## src/rtl/vdu_text_buffer.sv

```systemverilog
// vdu_text_buffer
//   Character-cell frame store feeding the vdu text renderer. One byte per
//   cell, COLS x ROWS cells held in a simple dual-port RAM. The write side is
//   a console: bytes arrive over valid/ready, a cursor advances, and LF, CR,
//   BS and FF are interpreted. Scrolling rotates a circular top-row offset
//   and clears only the row that wraps around to the bottom.
//
// Ports
//   i_clk          pixel clock
//   i_rst          synchronous active-high reset; starts a full clear
//   i_read_en      read strobe from the vdu
//   i_read_addr    cell address from the vdu (BASE_ADDR is subtracted)
//   o_display_data cell byte, registered, valid one cycle after i_read_en
//   i_char         byte to print or control code
//   i_valid        i_char valid
//   o_ready        high in IDLE; a byte is taken when i_valid && o_ready
//   o_cur_col      cursor column
//   o_cur_row      cursor logical row
//   o_busy         clear or scroll in progress
module vdu_text_buffer #(
  parameter int          COLS      = 16,
  parameter int          ROWS      = 8,
  parameter int          BASE_ADDR = 0,
  parameter logic [7:0]  FILL_CHAR = 8'h20,
  localparam int         CW        = (COLS > 1) ? $clog2(COLS) : 1,
  localparam int         RW        = (ROWS > 1) ? $clog2(ROWS) : 1
) (
  input  logic          i_clk,
  input  logic          i_rst,
  input  logic          i_read_en,
  input  logic [15:0]   i_read_addr,
  output logic [7:0]    o_display_data,
  input  logic [7:0]    i_char,
  input  logic          i_valid,
  output logic          o_ready,
  output logic [CW-1:0] o_cur_col,
  output logic [RW-1:0] o_cur_row,
  output logic          o_busy
);

  localparam int N  = COLS * ROWS;
  localparam int AW = (N > 1) ? $clog2(N) : 1;

  typedef logic [AW-1:0] addr_t;
  typedef logic [AW:0]   addr1_t;
  typedef logic [CW-1:0] col_t;
  typedef logic [RW-1:0] row_t;
  typedef enum logic [1:0] {S_IDLE, S_CLEAR, S_SCROLL} state_t;

  localparam addr1_t N_W = addr1_t'(N);

  // Reduce a value below 2*N into 0..N-1 without a divider.
  function automatic addr_t wrap_n(input addr1_t x);
    addr1_t r;
    r = (x >= N_W) ? (x - N_W) : x;
    return addr_t'(r);
  endfunction

  logic [7:0] mem_q [N];
  logic [7:0] rdata_q;

  state_t state_q;
  col_t   col_q;
  row_t   row_q;
  row_t   top_q;
  addr_t  top_base_q;   // top_q * COLS, tracked incrementally
  addr_t  cnt_q;        // cell counter for CLEAR / SCROLL
  addr_t  base_q;       // first physical cell of the CLEAR / SCROLL sweep

  // Read path
  logic [16:0] la_ext;
  logic        rd_in_range;
  addr_t       rd_pa;

  assign la_ext      = {1'b0, i_read_addr} - 17'(BASE_ADDR);
  assign rd_in_range = !la_ext[16] && (la_ext[15:0] < 16'(N));
  assign rd_pa       = wrap_n(addr1_t'(la_ext[AW-1:0]) + addr1_t'(top_base_q));

  // Out-of-range reads share the reset path so the output register can use
  // the RAM's synchronous output reset.
  always_ff @(posedge i_clk) begin
    if (i_rst || (i_read_en && !rd_in_range)) begin
      rdata_q <= '0;
    end else if (i_read_en) begin
      rdata_q <= mem_q[rd_pa];
    end
  end

  assign o_display_data = rdata_q;

  // Console decode
  logic accept, is_lf, is_cr, is_bs, is_ff, is_print, at_last_col, at_last_row, do_lf;
  addr_t cur_pa;

  assign accept      = i_valid && (state_q == S_IDLE) && !i_rst;
  assign is_lf       = (i_char == 8'h0A);
  assign is_cr       = (i_char == 8'h0D);
  assign is_bs       = (i_char == 8'h08);
  assign is_ff       = (i_char == 8'h0C);
  assign is_print    = !(is_lf || is_cr || is_bs || is_ff);
  assign at_last_col = (col_q == col_t'(COLS - 1));
  assign at_last_row = (row_q == row_t'(ROWS - 1));
  assign do_lf       = is_lf || (is_print && at_last_col);
  assign cur_pa      = wrap_n(addr1_t'(row_q) * addr1_t'(COLS) + addr1_t'(col_q)
                              + addr1_t'(top_base_q));

  // Write port
  logic       we;
  addr_t      waddr;
  logic [7:0] wdata;

  always_comb begin
    we    = 1'b0;
    waddr = '0;
    wdata = FILL_CHAR;
    case (state_q)
      S_CLEAR, S_SCROLL: begin
        we    = !i_rst;
        waddr = base_q + cnt_q;
      end
      default: begin
        we    = accept && is_print;
        waddr = cur_pa;
        wdata = i_char;
      end
    endcase
  end

  always_ff @(posedge i_clk) begin
    if (we) begin
      mem_q[waddr] <= wdata;
    end
  end

  // Control FSM
  always_ff @(posedge i_clk) begin
    if (i_rst) begin
      state_q    <= S_CLEAR;
      cnt_q      <= '0;
      base_q     <= '0;
      col_q      <= '0;
      row_q      <= '0;
      top_q      <= '0;
      top_base_q <= '0;
    end else begin
      case (state_q)
        S_CLEAR: begin
          if (cnt_q == addr_t'(N - 1)) begin
            state_q <= S_IDLE;
            cnt_q   <= '0;
          end else begin
            cnt_q <= cnt_q + addr_t'(1);
          end
        end
        S_SCROLL: begin
          if (cnt_q == addr_t'(COLS - 1)) begin
            state_q <= S_IDLE;
            cnt_q   <= '0;
          end else begin
            cnt_q <= cnt_q + addr_t'(1);
          end
        end
        default: begin
          if (accept) begin
            if (is_ff) begin
              col_q      <= '0;
              row_q      <= '0;
              top_q      <= '0;
              top_base_q <= '0;
              base_q     <= '0;
              cnt_q      <= '0;
              state_q    <= S_CLEAR;
            end else if (do_lf) begin
              col_q <= '0;
              if (!at_last_row) begin
                row_q <= row_q + row_t'(1);
              end else begin
                // Old top row becomes the bottom row; sweep it with fill.
                base_q  <= top_base_q;
                cnt_q   <= '0;
                state_q <= S_SCROLL;
                if (top_q == row_t'(ROWS - 1)) begin
                  top_q      <= '0;
                  top_base_q <= '0;
                end else begin
                  top_q      <= top_q + row_t'(1);
                  top_base_q <= top_base_q + addr_t'(COLS);
                end
              end
            end else if (is_cr) begin
              col_q <= '0;
            end else if (is_bs) begin
              if (col_q != '0) col_q <= col_q - col_t'(1);
            end else begin
              col_q <= col_q + col_t'(1);
            end
          end
        end
      endcase
    end
  end

  assign o_ready   = (state_q == S_IDLE);
  assign o_busy    = !o_ready;
  assign o_cur_col = col_q;
  assign o_cur_row = row_q;

endmodule

```

## config.mk

```make
export PLATFORM = sky130hd
export DESIGN_NAME = vdu_text_buffer
export DESIGN_NICKNAME = d
export VERILOG_FILES = /design/src/rtl/vdu_text_buffer.sv
export SDC_FILE = /design/constraint.sdc
export NUM_CORES = 1
export LEC_CHECK = 0
export CORE_UTILIZATION = 50
export CTS_CLUSTER_DIAMETER = 150
export DETAILED_ROUTE_END_ITERATION = 8
export PLACE_DENSITY = 0.66
export SYNTH_ARGS = -nofsm -noshare
export SYNTH_HDL_FRONTEND = slang
export SYNTH_SLANG_ARGS = --single-unit
```

## constraint.sdc

```tcl
create_clock -name i_clk -period 6.5 [get_ports i_clk]
set_input_delay 0.975 -clock i_clk [delete_from_list [all_inputs] [get_ports i_clk]]
set_output_delay 0.975 -clock i_clk [all_outputs]
set_load 0.005 [all_outputs]
```

Word-level counts from Yosys, hierarchy flattened:

Memory sizes are Yosys's and may differ from the RTL's. A register that Yosys moved wholly into a read port is not among the register bits.
Index checks and enable logic that the tools add are counted.

* add/sub/neg operators: 12
* $lt $le $gt $ge: 3
* equality and inequality tests: 15
* mux-type cells: 40
* bitwise operators: 1
* reduce and logical (&&, ||, !) cells: 27

Operator list (number)
* $mux 7: 16
* $eq 8x4->1 const B: 4
* $mux 3: 7
* $mux 4: 5
* $ge 8x8->1 const B: 2
* $lt 16x8->1 const B: 1
* $pmux 7 s2: 1
* $sub 7x1->7 const B: 2
* $mux 2: 6
* $reduce_bool 4->1: 3
* $add 7x4->8: 1
* $add 7x7->8: 1
* $add 8x7->8: 1
* $mux 8: 1
* $reduce_and 4->1: 2
* $add 7x1->7 const B: 1
* $add 7x5->7 const B: 1
* $add 7x7->7: 1
* $eq 7x4->1 const B: 1
* $eq 7x7->1 const B: 1
* $add 3x1->3 const B: 2
* $eq 3x3->1 const B: 2
* $ne 2x2->1 const B: 3
* $reduce_and 3->1: 2
* other kinds (17): 31

* register bits: 33
* memory bits (writable): 1024
* input bits: 28
* output and inout port bits: 17
* word-level logic and storage cells: 106
* memories: 1

Memories
* mem_q: depth 128, width 8, read ports 1, clocked after memory_dff 1, wr ports 1, line 59 `logic [7:0] mem_q [N];`

Depth between registers and ports, before layout:

Gate-level depths: netlist (run 1).

* word-level depth: 11
* depth in mapped cells: 12
* depth with buffers taken out: 10

Worst setup path before layout (run 1):

OpenSTA, ideal clock, no wires.

* path type: input to register
* start point: input port i_char[2]
* end point: memory mem_q[0][2] (data pin)
* library setup time: 0.835 ns
* arrival time: 4.453 ns
* data required time: 5.665 ns
* slack: 1.212 ns
* stages on the path: 2
* path buffers: 1
* cells stage by stage: clkbuf_1 nor2b_1

* word-level cells in the longest chain between the ends: 1

RTL lines
* start, declared: line 33 `input logic [7:0] i_char,`
* $mux 8: line 116 `case (state_q)`
* named net wdata[2]: line 110 `logic [7:0] wdata;`
* end, declared: line 59

The timed path passes the listed nets, and every way through them passes these cells.

Final worst setup path (run 1):

* start point: register state_q[0]
* end point: memory mem_q[120][0] (enable)

* word-level cells in the longest chain between the ends: 7
* elaborated cells between the ends (all ways): 11
* classes of those cells: eq/ne (2); mux (4); reduce/logical (5)

RTL lines
* start, declared: line 62 `state_t state_q;`
* start signal, assigned: line 138 `state_q <= S_CLEAR;`
* start signal, assigned: line 149 `state_q <= S_IDLE;`
* start signal, assigned: line 157 `state_q <= S_IDLE;`
* $logic_not 2->1: line 95 `assign accept = i_valid && (state_q == S_IDLE) && !i_rst;`
* $logic_and 1x1->1 (2 in a row): line 95
* $logic_and 1x1->1: line 122 `we = accept && is_print;`
* $mux 1: line 116
* $mux 1: line 130 `if (we) begin`
* $mux 1 (implied by the code): line 131 `mem_q[waddr] <= wdata;`

Parallel ways exist; a longest one is shown, timed or not.

==> results of run 1 <==
==> tightest hold or removal path, cell delays in order (launching register included) <==
cell	delay, ps
dfxtp_1	310
nand2_1	50
a21oi_1	50
==> power by group <==
group,internal [uW],switching (uW),total [uW]
Clock,3220,2440,5660
Sequential,7860,29.4,7890
Combinational,459,1160,1620
==> flip-flops by register name, summed over array words and instances (netlist names) <==
signal	flops
mem_q	1024
o_display_data	8
cnt_q	7
o_cur_col	4
base_q	3
o_cur_row	3
top_base_q	3
top_q	3
state_q	2
==> per-layer routing <==
| metal | global-route usage | vias up |
|---|---|---|
| met5 | 0 | - |
| met4 | 0.0606 | 4 |
| met3 | 0.0447 | 131 |
| met2 | 0.371 | 905 |
| met1 | 0.335 | 10940 |
| li1 | - | 8729 |
==> final cells by class <==
type | count | share of cell area
clock buffers | 128 | 0.0569
clock inverters | 49 | 0.0104
repair buffers | 87 | 0.0184
flip-flops and latches | 1057 | 0.670
well taps | 1070 | 0.0285
inverters | 13 | 0.00104
multi-input cells | 903 | 0.215
==> cell usage in the layout, fill, tap and decap left out, types with 14 or more instances in the layout <==
master / netlist / layout
clkinv_1: 0 / 14
mux4_2: 282 / 282
nor2_1: 168 / 166
mux2i_1: 47 / 47
buf_4: 20 / 35
a21oi_1: 28 / 28
edfxtp_1: 1024 / 1024
ha_1: 18 / 17
clkbuf_1: 45 / 23
nand3_1: 58 / 58
clkbuf_16: 0 / 101
dfxtp_1: 33 / 33
o21ai_0: 23 / 23
nand2_1: 105 / 102
clkdlybuf4s50_1: 0 / 42
==> path summary, 6_finish.rpt <==
| check | from | to | cells past startpoint |
|---|---|---|---|
| setup / recovery | state_q[0] | mem_q[120][0] | 7 |
| hold / removal | top_q[2] | top_q[2] | 2 |
| setup reg to reg | state_q[0] | mem_q[120][0] | 7 |
| hold reg to reg | top_q[2] | top_q[2] | 2 |
==> kinds of logic after synthesis <==
| kind of cell | Yosys count | share of synthesized area |
|---|---|---|
| buffers and inverters | 121 | 0.0149 |
| other | 1 | 0.0000893 |
| multiplexers | 335 | 0.164 |
| XOR/XNOR | 18 | 0.00393 |
| AO/OA/AOI/OAI | 142 | 0.0233 |
| AND/OR/NAND/NOR | 388 | 0.0401 |
| flip-flops | 1057 | 0.748 |
| adder cells (fa/ha/maj) | 19 | 0.00584 |
==> stage by stage <==
step	total power (uW)	cell area, um2
floorplan	8990	42000
global placement	9620	43800
detailed placement	9660	43800
CTS	15200	46900
global route	15600	46900
finish	15200	46900
==> flow_summary.html, run 1 <==
<table>
<tr><th>Metric</th><th>Value</th></tr>
<tr><th colspan="2">CTS</th></tr>
<tr><td>Post-CTS Hold Buffers</td><td>0</td></tr>
<tr><td>Number of H-tree levels</td><td>3</td></tr>
<tr><td>Clock transition at the registers of the reported paths</td><td>60 ps</td></tr>
<tr><td>Insertion delay of the later-clocked pin in the worst-skew pair</td><td>660 ps</td></tr>
<tr><td>Clock root cell</td><td>clkbuf_16</td></tr>
<tr><td>Clock Path Buffers</td><td>3</td></tr>
<tr><td>Number of buffers created by CTS</td><td>99</td></tr>
<tr><td>PostCTS Resize Cnt</td><td>0</td></tr>
<tr><td>Number of buffers inserted by post-CTS setup repair</td><td>0</td></tr>
<tr><td>Clock Sink Count</td><td>1,057</td></tr>
<tr><td>CTS tree</td><td>done</td></tr>
<tr><th colspan="2">Critical path</th></tr>
<tr><td>CP max stage delay</td><td>870 ps</td></tr>
<tr><td>Worst setup slack for register-to-register paths</td><td>2650 ps</td></tr>
<tr><td>Largest delay contributor family on the critical path</td><td>simple AND/OR/NAND/NOR gates</td></tr>
<tr><td>CP Max Fanout</td><td>29</td></tr>
<tr><td>Kind of start point of the critical path</td><td>flip-flop</td></tr>
<tr><td>CP Cell Sequence</td><td>inv_1 -&gt; ha_1 -&gt; buf_4 -&gt; mux2i_1 -&gt; nor2b_1 -&gt; nand2b_2 -&gt; nor2_1</td></tr>
<tr><td>Critical path's slowest cell</td><td>nor2_1</td></tr>
<tr><td>Sum of buffers and inverters on the critical path</td><td>2</td></tr>
<tr><td>Data arrival time of the worst path</td><td>4140 ps</td></tr>
<tr><td>CP Data Required Time</td><td>6790 ps</td></tr>
<tr><td>Type of the setup path with the least slack</td><td>flip-flop to flip-flop</td></tr>
<tr><td>Critical path capture point type</td><td>flip-flop</td></tr>
<tr><th colspan="2">Synthesis</th></tr>
<tr><td>Synth unique cells</td><td>62</td></tr>
<tr><td>Number of synthesized flops with an enable pin</td><td>1,024</td></tr>
<tr><td>Synth Instances</td><td>2,081</td></tr>
<tr><td>Syn Area/Cell</td><td>20.2 um2</td></tr>
<tr><td>Most frequently used flop master after synthesis</td><td>edfxtp_1</td></tr>
<tr><td>Share of flip-flops with an asynchronous set or reset after synthesis</td><td>0</td></tr>
<tr><td>Number of warnings reported in the yosys synthesis log</td><td>0</td></tr>
<tr><td>Top-area cell type share of the netlist area</td><td>0.732</td></tr>
<tr><td>Cell type with the highest aggregate area in the netlist</td><td>edfxtp_1</td></tr>
<tr><td>Total nets after synthesis</td><td>2,128</td></tr>
<tr><td>Post-synth top cells</td><td>edfxtp_1, mux4_2, nor2_1</td></tr>
<tr><td>Most common cell in the synthesized netlist</td><td>edfxtp_1</td></tr>
<tr><td>Area of the mapped netlist</td><td>42,000 um2</td></tr>
<tr><td>Fraction of the yosys area taken by sequential cells</td><td>0.748</td></tr>
<tr><td>Main area contributors after synthesis</td><td>edfxtp_1, mux4_2, dfxtp_1, nor2_1, mux2i_1</td></tr>
<tr><td>Synth Register Bits</td><td>1,057</td></tr>
<tr><th colspan="2">Detailed routing</th></tr>
<tr><td>Total Routed Length</td><td>97,300 um</td></tr>
<tr><td>Post-DRT Antenna Nets</td><td>0</td></tr>
<tr><td>Detailed-route wire length per cell</td><td>29.4 um</td></tr>
<tr><td>Detail-routed via count per cell</td><td>6.26</td></tr>
<tr><td>1st-pass router iterations</td><td>5</td></tr>
<tr><td>Routed vias</td><td>20,709</td></tr>
<tr><td>Metal2 WL</td><td>47,600 um</td></tr>
<tr><td>Highest metal layer with signal wires</td><td>met5</td></tr>
<tr><td>Final routed DRC violation total</td><td>0</td></tr>
<tr><td>Met1 wire length</td><td>40,000 um</td></tr>
<tr><td>Drt first-iter violations</td><td>2,017</td></tr>
<tr><td>Detailed-routed wire length on met3</td><td>7740 um</td></tr>
<tr><th colspan="2">Die</th></tr>
<tr><td>Vert. Die Dim</td><td>292 um</td></tr>
<tr><td>Area of the placeable core</td><td>82,600 um2</td></tr>
<tr><td>Initial Util</td><td>0.508</td></tr>
<tr><td>Site row count</td><td>105</td></tr>
<tr><td>Die area</td><td>85,200 um2</td></tr>
<tr><td>Die Width</td><td>292 um</td></tr>
<tr><td>I/O pin count</td><td>45</td></tr>
<tr><th colspan="2">Final layout</th></tr>
<tr><td>Fill count</td><td>5,966</td></tr>
<tr><td>Post-layout net count</td><td>2,208</td></tr>
<tr><td>Share of post-route cells with drive strength above 1</td><td>0.222</td></tr>
<tr><td>Non-filler cells, final</td><td>3,307</td></tr>
<tr><td>Final core utilization</td><td>0.568</td></tr>
<tr><td>Area Growth Syn to Fin</td><td>11.7%</td></tr>
<tr><td>Combined flip-flop and latch cell area</td><td>31,400 um2</td></tr>
<tr><td>Total inserted antenna cells</td><td>0</td></tr>
<tr><td>Area of the multi-input gates</td><td>10,100 um2</td></tr>
<tr><th colspan="2">Timing</th></tr>
<tr><td>Setup repair after global routing missed its margin</td><td>false</td></tr>
<tr><td>Final worst-path setup slack</td><td>2650 ps</td></tr>
<tr><td>Worst-case clock skew</td><td>18.9 ps</td></tr>
<tr><td>Ratio of final minimum period to clock period</td><td>0.592</td></tr>
<tr><td>Final critical delay including setup and external delays</td><td>3850 ps</td></tr>
<tr><td>Max-slew violation total from the final report</td><td>0</td></tr>
<tr><td>Setup_tns</td><td>0 ps</td></tr>
<tr><td>Transition at the pin with the smallest max-transition slack</td><td>1210 ps</td></tr>
<tr><td>F_max</td><td>260 MHz</td></tr>
<tr><td>Count of final hold-check violations</td><td>0</td></tr>
<tr><td>Hold WS</td><td>457 ps</td></tr>
<tr><td>Setup violators final</td><td>0</td></tr>
<tr><td>Tightest slew margin relative to the limit</td><td>0.195</td></tr>
<tr><th colspan="2">Power</th></tr>
<tr><td>Leakage</td><td>0.0148 uW</td></tr>
<tr><td>Power density over cell area</td><td>323 nW/um2</td></tr>
<tr><td>Peak ir drop on the vdd network</td><td>0.301 mV</td></tr>
<tr><th colspan="2">Placed design</th></tr>
<tr><td>Routability-driven placement congestion ratio</td><td>0.868</td></tr>
<tr><td>Placed Instances</td><td>3,130</td></tr>
<tr><td>Number of input and output port buffers inserted</td><td>44</td></tr>
<tr><td>HPWL Detailed</td><td>58,700 um</td></tr>
<tr><td>Dpl ws</td><td>2040 ps</td></tr>
<tr><th colspan="2">GRT</th></tr>
<tr><td>Number of antenna violations at the first check in global routing</td><td>1</td></tr>
<tr><td>Number of global-route vias before repair</td><td>21,301</td></tr>
<tr><td>Combined global-route utilization of all metal layers</td><td>0.233</td></tr>
<tr><td>Total congestion overflow</td><td>0</td></tr>
<tr><td>First-pass GRT wire length</td><td>144,000 um</td></tr>
<tr><td>Largest net degree at the start of global routing</td><td>84</td></tr>
<tr><th colspan="2">Hold path</th></tr>
<tr><td>Class of the most critical hold timing path</td><td>flip-flop to flip-flop</td></tr>
<tr><th colspan="2">Job</th></tr>
<tr><td>Total of max-cap violations</td><td>0</td></tr>
<tr><th colspan="2">Outcome</th></tr>
<tr><td>Status</td><td>finished clean</td></tr>
</table>
(Power assumes the default switching activity.)
==> run 2, diff against run 1 <==
==> constraint.sdc (replaced) <==
create_clock -name i_clk -period 4 [get_ports i_clk]
set_input_delay 0.6 -clock i_clk [delete_from_list [all_inputs] [get_ports i_clk]]
set_output_delay 0.6 -clock i_clk [all_outputs]
set_load 0.005 [all_outputs]
==> run 2 against run 1 <==
Net effect:
- die area is the same
- power grew 67%
- clock skew grew 29 ps
- cell area grew 1.7%
- highest routed layer unchanged
- critical path depth is the same
- via count grew 2.6%
- largest power group unchanged
- global-route usage grew 0.80 points
- worst hold slack gained 2.5 ps
- sequential share of layout area shrank 1.1 points
==> flow_summary.html, run 2 (same netlist as run 1, synthesis figures left out) <==
<table>
<tr><th>Metric</th><th>Value</th></tr>
<tr><th colspan="2">Final layout</th></tr>
<tr><td>Combined flip-flop and latch cell area</td><td>31,400 um2 (unchanged)</td></tr>
<tr><td>Top library cells by usage in the layout, fill and taps aside</td><td>edfxtp_1, mux4_2, nor2_1, nand2_1, clkbuf_16</td></tr>
<tr><td>Post-layout net count</td><td>2,259 (+2.3%)</td></tr>
<tr><td>Final core utilization</td><td>0.577 (+0.00978)</td></tr>
<tr><td>Area Growth Syn to Fin</td><td>13.6%</td></tr>
<tr><td>Flip-flop count of the largest register, all copies and words added</td><td>1,024 (unchanged)</td></tr>
<tr><td>Most common cell after layout, fill and taps aside</td><td>edfxtp_1</td></tr>
<tr><td>Total inserted antenna cells</td><td>0 (unchanged)</td></tr>
<tr><td>Area of the multi-input gates</td><td>10,100 um2 (-0.11%)</td></tr>
<tr><td>Share of post-route cells with drive strength above 1</td><td>0.240 (+0.0183)</td></tr>
<tr><td>Fill count</td><td>5,870 (-1.6%)</td></tr>
<tr><td>Non-filler cells, final</td><td>3,374 (+2.0%)</td></tr>
<tr><td>Top register by number of flip-flops</td><td>mem_q</td></tr>
<tr><th colspan="2">Detailed routing</th></tr>
<tr><td>Drt first-iter violations</td><td>2,345 (+16%)</td></tr>
<tr><td>Detail-routed via count per cell</td><td>6.30 (+0.58%)</td></tr>
<tr><td>Routed vias</td><td>21,252 (+2.6%)</td></tr>
<tr><td>Total Routed Length</td><td>101,000 um (+3.5%)</td></tr>
<tr><td>1st-pass router iterations</td><td>5 (unchanged)</td></tr>
<tr><td>Final routed DRC violation total</td><td>0 (unchanged)</td></tr>
<tr><td>Detailed-route wire length per cell</td><td>29.9 um (+1.5%)</td></tr>
<tr><td>Post-DRT Antenna Nets</td><td>0 (unchanged)</td></tr>
<tr><th colspan="2">Placed design</th></tr>
<tr><td>Routability-driven placement congestion ratio</td><td>0.852 (-1.8%)</td></tr>
<tr><td>Number of input and output port buffers inserted</td><td>44 (unchanged)</td></tr>
<tr><td>HPWL Detailed</td><td>62,700 um (+6.9%)</td></tr>
<tr><td>Placed Instances</td><td>3,175 (+1.4%)</td></tr>
<tr><th colspan="2">Power</th></tr>
<tr><td>Peak ir drop on the vdd network</td><td>0.503 mV (+67%)</td></tr>
<tr><td>Power density over cell area</td><td>530 nW/um2 (+64%)</td></tr>
<tr><td>Design Power</td><td>25,300 uW (+67%)</td></tr>
<tr><td>Leakage</td><td>0.0153 uW (+2.9%)</td></tr>
<tr><th colspan="2">Critical path</th></tr>
<tr><td>CP max stage delay</td><td>940 ps (+70 ps)</td></tr>
<tr><td>Kind of start point of the critical path</td><td>flip-flop</td></tr>
<tr><td>Critical path's slowest cell</td><td>nor2_1</td></tr>
<tr><td>Type of the setup path with the least slack</td><td>flip-flop to flip-flop</td></tr>
<tr><td>CP Cell Sequence</td><td>inv_1 -&gt; ha_1 -&gt; mux2i_1 -&gt; nor2b_1 -&gt; nand2_1 -&gt; buf_4 -&gt; nor2_1</td></tr>
<tr><td>CP Max Fanout</td><td>24 (-17%)</td></tr>
<tr><td>CP Data Required Time</td><td>4280 ps (-2510 ps)</td></tr>
<tr><td>Critical path capture point type</td><td>flip-flop</td></tr>
<tr><td>Largest delay contributor family on the critical path</td><td>simple AND/OR/NAND/NOR gates</td></tr>
<tr><td>Data arrival time of the worst path</td><td>3940 ps (-200 ps)</td></tr>
<tr><td>Sum of buffers and inverters on the critical path</td><td>2 (unchanged)</td></tr>
<tr><th colspan="2">Timing</th></tr>
<tr><td>Max-slew violation total from the final report</td><td>0 (unchanged)</td></tr>
<tr><td>Final critical delay including setup and external delays</td><td>3660 ps (-194 ps)</td></tr>
<tr><td>Setup repair after global routing missed its margin</td><td>false</td></tr>
<tr><td>Transition at the pin with the smallest max-transition slack</td><td>1220 ps (+14.9 ps)</td></tr>
<tr><td>Ratio of final minimum period to clock period</td><td>0.914 (+0.322)</td></tr>
<tr><td>Worst-case clock skew</td><td>47.7 ps (+28.7 ps)</td></tr>
<tr><td>F_max</td><td>274 MHz (+5.3%)</td></tr>
<tr><td>Setup violators final</td><td>0 (unchanged)</td></tr>
<tr><td>Setup_tns</td><td>0 ps (unchanged)</td></tr>
<tr><td>Tightest slew margin relative to the limit</td><td>0.183 (-0.0117)</td></tr>
<tr><td>Hold WS</td><td>459 ps (+2.46 ps)</td></tr>
<tr><td>Count of final hold-check violations</td><td>0 (unchanged)</td></tr>
<tr><th colspan="2">Die</th></tr>
<tr><td>Initial Util</td><td>0.508 (unchanged)</td></tr>
<tr><td>Die area</td><td>85,200 um2 (unchanged)</td></tr>
<tr><td>Die Width</td><td>292 um (unchanged)</td></tr>
<tr><td>Area of the placeable core</td><td>82,600 um2 (unchanged)</td></tr>
<tr><td>I/O pin count</td><td>45 (unchanged)</td></tr>
<tr><td>Vert. Die Dim</td><td>292 um (unchanged)</td></tr>
<tr><td>Site row count</td><td>105 (unchanged)</td></tr>
<tr><th colspan="2">CTS</th></tr>
<tr><td>Post-CTS Hold Buffers</td><td>0 (unchanged)</td></tr>
<tr><td>Number of buffers created by CTS</td><td>105 (+6.1%)</td></tr>
<tr><td>Number of buffers inserted by post-CTS setup repair</td><td>0 (unchanged)</td></tr>
<tr><td>Clock transition at the registers of the reported paths</td><td>60 ps (about the same)</td></tr>
<tr><td>PostCTS Resize Cnt</td><td>0 (unchanged)</td></tr>
<tr><td>Clock Path Buffers</td><td>3 (unchanged)</td></tr>
<tr><td>CTS tree</td><td>done</td></tr>
<tr><td>Clock root cell</td><td>clkbuf_16</td></tr>
<tr><td>Insertion delay of the later-clocked pin in the worst-skew pair</td><td>690 ps (+30 ps)</td></tr>
<tr><td>Clock Sink Count</td><td>1,057 (unchanged)</td></tr>
<tr><td>Number of H-tree levels</td><td>3 (unchanged)</td></tr>
<tr><th colspan="2">GRT</th></tr>
<tr><td>Largest net degree at the start of global routing</td><td>129 (+54%)</td></tr>
<tr><td>Number of antenna violations at the first check in global routing</td><td>3 (+2)</td></tr>
<tr><td>Number of global-route vias before repair</td><td>21,655 (+1.7%)</td></tr>
<tr><td>Total congestion overflow</td><td>0 (unchanged)</td></tr>
<tr><td>Combined global-route utilization of all metal layers</td><td>0.241 (+0.00803)</td></tr>
<tr><td>First-pass GRT wire length</td><td>148,000 um (+3.3%)</td></tr>
<tr><th colspan="2">Outcome</th></tr>
<tr><td>Status</td><td>finished clean</td></tr>
<tr><th colspan="2">Hold path</th></tr>
<tr><td>Class of the most critical hold timing path</td><td>flip-flop to flip-flop</td></tr>
<tr><th colspan="2">Job</th></tr>
<tr><td>Total of max-cap violations</td><td>0 (unchanged)</td></tr>
</table>
-- run 2: cell types whose count changed in the layout (fill, tap and decap cells not counted), sizes merged --
cell      before  now
clkinvlp       5    3
bufinv         8   11
buf           45   90
clkbuf       128  129
clkinv        32   52
-- run 2: through the flow --
stage          area, um2  worst slack [ps]
3_3_place_gp       44300               294
5_1_grt            47700               124
4_1_cts            47700               335
2_1_floorplan      42000             -1130
6_report           47700               345
3_5_place_dp       44300               303
-- run 2: worst paths after layout --
| check | slack, ps | end | cells past startpoint | from |
|---|---|---|---|---|
| max | 340 | mem_q[118][2] | 7 | state_q[0] |
| min | 460 | top_q[1] | 2 | top_q[1] |
| max reg2reg | 340 | mem_q[118][2] | 7 | state_q[0] |
| min reg2reg | 460 | top_q[1] | 2 | top_q[1] |
-- run 2: per-layer routing --
layer	up-vias	routed length (um)	track usage
li1	8843	-	-
met1	11175	40500	0.342
met2	1089	47800	0.377
met3	139	9980	0.0589
met4	6	2370	0.0674
met5	-	87	0
-- run 2: cell type report --
type / count / share of cell area
clock buffer: 129 / 0.0569
clock inverter: 70 / 0.0149
inverter: 13 / 0.00102
multi-input combinational: 903 / 0.211
sequential: 1057 / 0.658
tap: 1070 / 0.0281
timing repair buffer: 132 / 0.0296
-- run 2: worst register-to-register path: stages, from the launching register on --
cell and delay [ps]:
dfxtp_1 350, inv_1 70, ha_1 770, mux2i_1 470, nor2b_1 310, nand2_1 110
buf_4 220, nor2_1 950
-- run 2: report_power, final --
group	switching [uW]	internal (uW)
sequential	51.3	12800
combinational	1870	848
clock	4190	5570
==> run 3, diff against run 2 <==
--- a/config.mk
+++ b/config.mk
@@ -5,10 +5,12 @@
 export SDC_FILE = /design/constraint.sdc
 export NUM_CORES = 1
 export LEC_CHECK = 0
+export CORE_ASPECT_RATIO = 1.1
 export CORE_UTILIZATION = 50
 export CTS_CLUSTER_DIAMETER = 150
 export DETAILED_ROUTE_END_ITERATION = 8
 export PLACE_DENSITY = 0.66
+export SLEW_MARGIN = 10
 export SYNTH_ARGS = -nofsm -noshare
 export SYNTH_HDL_FRONTEND = slang
 export SYNTH_SLANG_ARGS = --single-unit
==> run 3 against run 2 <==
Net effect:
- clock power shrank 5.4%
- non-clock buffer count grew 42
- sequential cell count is the same
- cell count grew 0.74%
- first-iteration DRC count shrank 3.0%
- cell area grew 0.16%
- global-route usage shrank 0.34 points
- worst hold slack gained 8.6 ps
- wire length shrank 1.2%
- clock skew shrank 27 ps
- count of clock-buffer cells in the layout is the same
- via count grew 0.54%
- critical path type unchanged
- critical endpoint is now mem_q[36][7]
- highest routed layer is now met4
==> flow_summary.html, run 3 (same netlist as run 1, synthesis figures left out) <==
<table>
<tr><th>Metric</th><th>Value</th></tr>
<tr><th colspan="2">Die</th></tr>
<tr><td>I/O pin count</td><td>45 (unchanged)</td></tr>
<tr><td>Area of the placeable core</td><td>83,200 um2 (+0.67%)</td></tr>
<tr><td>Initial Util</td><td>0.505 (-0.00339)</td></tr>
<tr><td>Die Width</td><td>278 um (-4.6%)</td></tr>
<tr><td>Die area</td><td>85,200 um2 (about the same)</td></tr>
<tr><td>Site row count</td><td>111 (+5.7%)</td></tr>
<tr><td>Vert. Die Dim</td><td>306 um (+4.8%)</td></tr>
<tr><th colspan="2">Critical path</th></tr>
<tr><td>CP Data Required Time</td><td>4270 ps (about the same)</td></tr>
<tr><td>Type of the setup path with the least slack</td><td>flip-flop to flip-flop</td></tr>
<tr><td>Kind of start point of the critical path</td><td>flip-flop</td></tr>
<tr><td>Data arrival time of the worst path</td><td>4040 ps (+100 ps)</td></tr>
<tr><td>CP Max Fanout</td><td>25 (+4.2%)</td></tr>
<tr><td>Critical path capture point type</td><td>flip-flop</td></tr>
<tr><th colspan="2">Power</th></tr>
<tr><td>Power density over cell area</td><td>520 nW/um2 (-2.0%)</td></tr>
<tr><td>Switching component of the power</td><td>5950 uW (-2.6%)</td></tr>
<tr><td>Switching Fraction</td><td>0.240 (-0.00197)</td></tr>
<tr><td>P_int</td><td>18,900 uW (-1.6%)</td></tr>
<tr><td>Combinational Power Share</td><td>0.112 (+0.005)</td></tr>
<tr><td>Leakage</td><td>0.0154 uW (+0.69%)</td></tr>
<tr><td>Share of power burned in registers</td><td>0.516 (+0.009)</td></tr>
<tr><td>Portion of total power attributed to the clock network</td><td>0.372 (-0.014)</td></tr>
<tr><td>Peak ir drop on the vdd network</td><td>0.460 mV (-8.5%)</td></tr>
<tr><th colspan="2">Job</th></tr>
<tr><td>Total of max-cap violations</td><td>0 (unchanged)</td></tr>
<tr><th colspan="2">Timing</th></tr>
<tr><td>Transition at the pin with the smallest max-transition slack</td><td>1080 ps (-142 ps)</td></tr>
<tr><td>Ratio of final minimum period to clock period</td><td>0.944 (+0.0302)</td></tr>
<tr><td>Setup repair after global routing missed its margin</td><td>false</td></tr>
<tr><td>Tightest slew margin relative to the limit</td><td>0.281 (+0.0979)</td></tr>
<tr><td>Setup violators final</td><td>0 (unchanged)</td></tr>
<tr><td>Final worst-path setup slack</td><td>224 ps (-121 ps)</td></tr>
<tr><td>Setup_tns</td><td>0 ps (unchanged)</td></tr>
<tr><td>Worst-case clock skew</td><td>20.2 ps (-27.5 ps)</td></tr>
<tr><td>F_max</td><td>265 MHz (-3.2%)</td></tr>
<tr><td>Max-slew violation total from the final report</td><td>0 (unchanged)</td></tr>
<tr><td>Final critical delay including setup and external delays</td><td>3780 ps (+121 ps)</td></tr>
<tr><td>Count of final hold-check violations</td><td>0 (unchanged)</td></tr>
<tr><th colspan="2">Detailed routing</th></tr>
<tr><td>Routed vias</td><td>21,367 (+0.54%)</td></tr>
<tr><td>Drt first-iter violations</td><td>2,275 (-3.0%)</td></tr>
<tr><td>Total Routed Length</td><td>99,500 um (-1.2%)</td></tr>
<tr><td>1st-pass router iterations</td><td>7 (+2)</td></tr>
<tr><td>Detailed-route wire length per cell</td><td>29.3 um (-1.9%)</td></tr>
<tr><td>Detail-routed via count per cell</td><td>6.29 (-0.20%)</td></tr>
<tr><td>Final routed DRC violation total</td><td>0 (unchanged)</td></tr>
<tr><td>Post-DRT Antenna Nets</td><td>0 (unchanged)</td></tr>
<tr><th colspan="2">GRT</th></tr>
<tr><td>Largest net degree at the start of global routing</td><td>129 (unchanged)</td></tr>
<tr><td>Combined global-route utilization of all metal layers</td><td>0.238 (-0.00335)</td></tr>
<tr><td>Total congestion overflow</td><td>0 (unchanged)</td></tr>
<tr><td>Number of global-route vias before repair</td><td>21,762 (+0.49%)</td></tr>
<tr><td>First-pass GRT wire length</td><td>147,000 um (-0.92%)</td></tr>
<tr><td>Number of antenna violations at the first check in global routing</td><td>0 (-3)</td></tr>
<tr><th colspan="2">Placed design</th></tr>
<tr><td>HPWL Detailed</td><td>62,300 um (-0.60%)</td></tr>
<tr><td>Dpl ws</td><td>262 ps (-41.3 ps)</td></tr>
<tr><td>Number of input and output port buffers inserted</td><td>44 (unchanged)</td></tr>
<tr><td>Routability-driven placement congestion ratio</td><td>0.909 (+6.7%)</td></tr>
<tr><th colspan="2">Final layout</th></tr>
<tr><td>Top register by number of flip-flops</td><td>mem_q</td></tr>
<tr><td>Fill count</td><td>5,953 (+1.4%)</td></tr>
<tr><td>Top library cells by usage in the layout, fill and taps aside</td><td>edfxtp_1, mux4_2, nor2_1, nand2_1, buf_4</td></tr>
<tr><td>Area Growth Syn to Fin</td><td>13.8%</td></tr>
<tr><td>Post-layout net count</td><td>2,296 (+1.6%)</td></tr>
<tr><td>Share of post-route cells with drive strength above 1</td><td>0.251 (+0.0111)</td></tr>
<tr><td>Flip-flop count of the largest register, all copies and words added</td><td>1,024 (unchanged)</td></tr>
<tr><td>Total inserted antenna cells</td><td>0 (unchanged)</td></tr>
<tr><td>Most common cell after layout, fill and taps aside</td><td>edfxtp_1</td></tr>
<tr><th colspan="2">CTS</th></tr>
<tr><td>Insertion delay of the later-clocked pin in the worst-skew pair</td><td>660 ps (-30 ps)</td></tr>
<tr><td>Clock Sink Count</td><td>1,057 (unchanged)</td></tr>
<tr><td>Number of buffers inserted by post-CTS setup repair</td><td>0 (unchanged)</td></tr>
<tr><td>PostCTS Resize Cnt</td><td>0 (unchanged)</td></tr>
<tr><td>Clock root cell</td><td>clkbuf_16</td></tr>
<tr><td>CTS tree</td><td>done</td></tr>
<tr><td>Clock Path Buffers</td><td>3 (unchanged)</td></tr>
<tr><td>Clock transition at the registers of the reported paths</td><td>60 ps (about the same)</td></tr>
<tr><td>Number of buffers created by CTS</td><td>100 (-4.8%)</td></tr>
<tr><td>Post-CTS Hold Buffers</td><td>0 (unchanged)</td></tr>
<tr><td>Number of H-tree levels</td><td>3 (unchanged)</td></tr>
<tr><th colspan="2">Outcome</th></tr>
<tr><td>Status</td><td>finished clean</td></tr>
<tr><th colspan="2">Hold path</th></tr>
<tr><td>Class of the most critical hold timing path</td><td>flip-flop to flip-flop</td></tr>
</table>
## run 3: changes by cell type in the layout (fill, tap and decap cells not counted), moves of 4 or more
cell and delta:
buf_4 +42, bufinv_16 -4, clkbuf_8 +6, clkinv_1 -6
clkinv_2 -8
## run 3: metrics by stage
stage,cell area [um2],hold slack [ps],power [uW],instances,util
6_report,47800,468,24800,3399,0.575
2_1_floorplan,42000,436,14600,2081,-
4_1_cts,47800,472,24900,3399,0.575
3_5_place_dp,44600,463,15800,3220,0.536
3_3_place_gp,44600,446,15700,3220,0.536
5_1_grt,47800,485,25500,3399,0.575
## run 3: area by class of cell
| cell class | instances | area, um2 | area share |
|---|---|---|---|
| Clock buffer | 129 | 2710 | 0.0568 |
| Clock inverter | 50 | 469 | 0.00982 |
| Inverter | 13 | 48.8 | 0.00102 |
| Multi-Input combinational cell | 903 | 10100 | 0.211 |
| Sequential cell | 1057 | 31400 | 0.657 |
| Tap cell | 1073 | 1340 | 0.0281 |
| Timing Repair Buffer | 174 | 1730 | 0.0362 |
## run 3: power by group through the flow
stage,clock [uW],combinational [uW],sequential (uW)
finish,9240,2780,12800
global route,9760,2920,12800
CTS,9350,2780,12800
detailed placement,0,2770,13000
global placement,0,2690,13000
floorplan,0,1500,13100
## run 3: worst max-delay path, cell delays in order, from the launching register on
cell     delay, ps
dfxtp_1        350
inv_1           70
ha_1           760
nand2_1        160
o21a_1         160
nor2_1         560
nand2_1        430
nor2_1         870
## run 3: per-layer routing
metal | wire (um) | part of all wire | GRT usage
met5 | 0 | 0 | 0
met4 | 2740 | 0.028 | 0.0684
met1 | 39700 | 0.40 | 0.333
met3 | 8240 | 0.083 | 0.0457
met2 | 48800 | 0.49 | 0.385
## run 3: path summary, 6_finish.rpt
check        depth (start not counted)  startpoint  slack (ps)            to
min                                  2    top_q[2]         470      top_q[2]
max reg2reg                          7  state_q[0]         220  mem_q[36][7]
max                                  7  state_q[0]         220  mem_q[36][7]
min reg2reg                          2    top_q[2]         470      top_q[2]
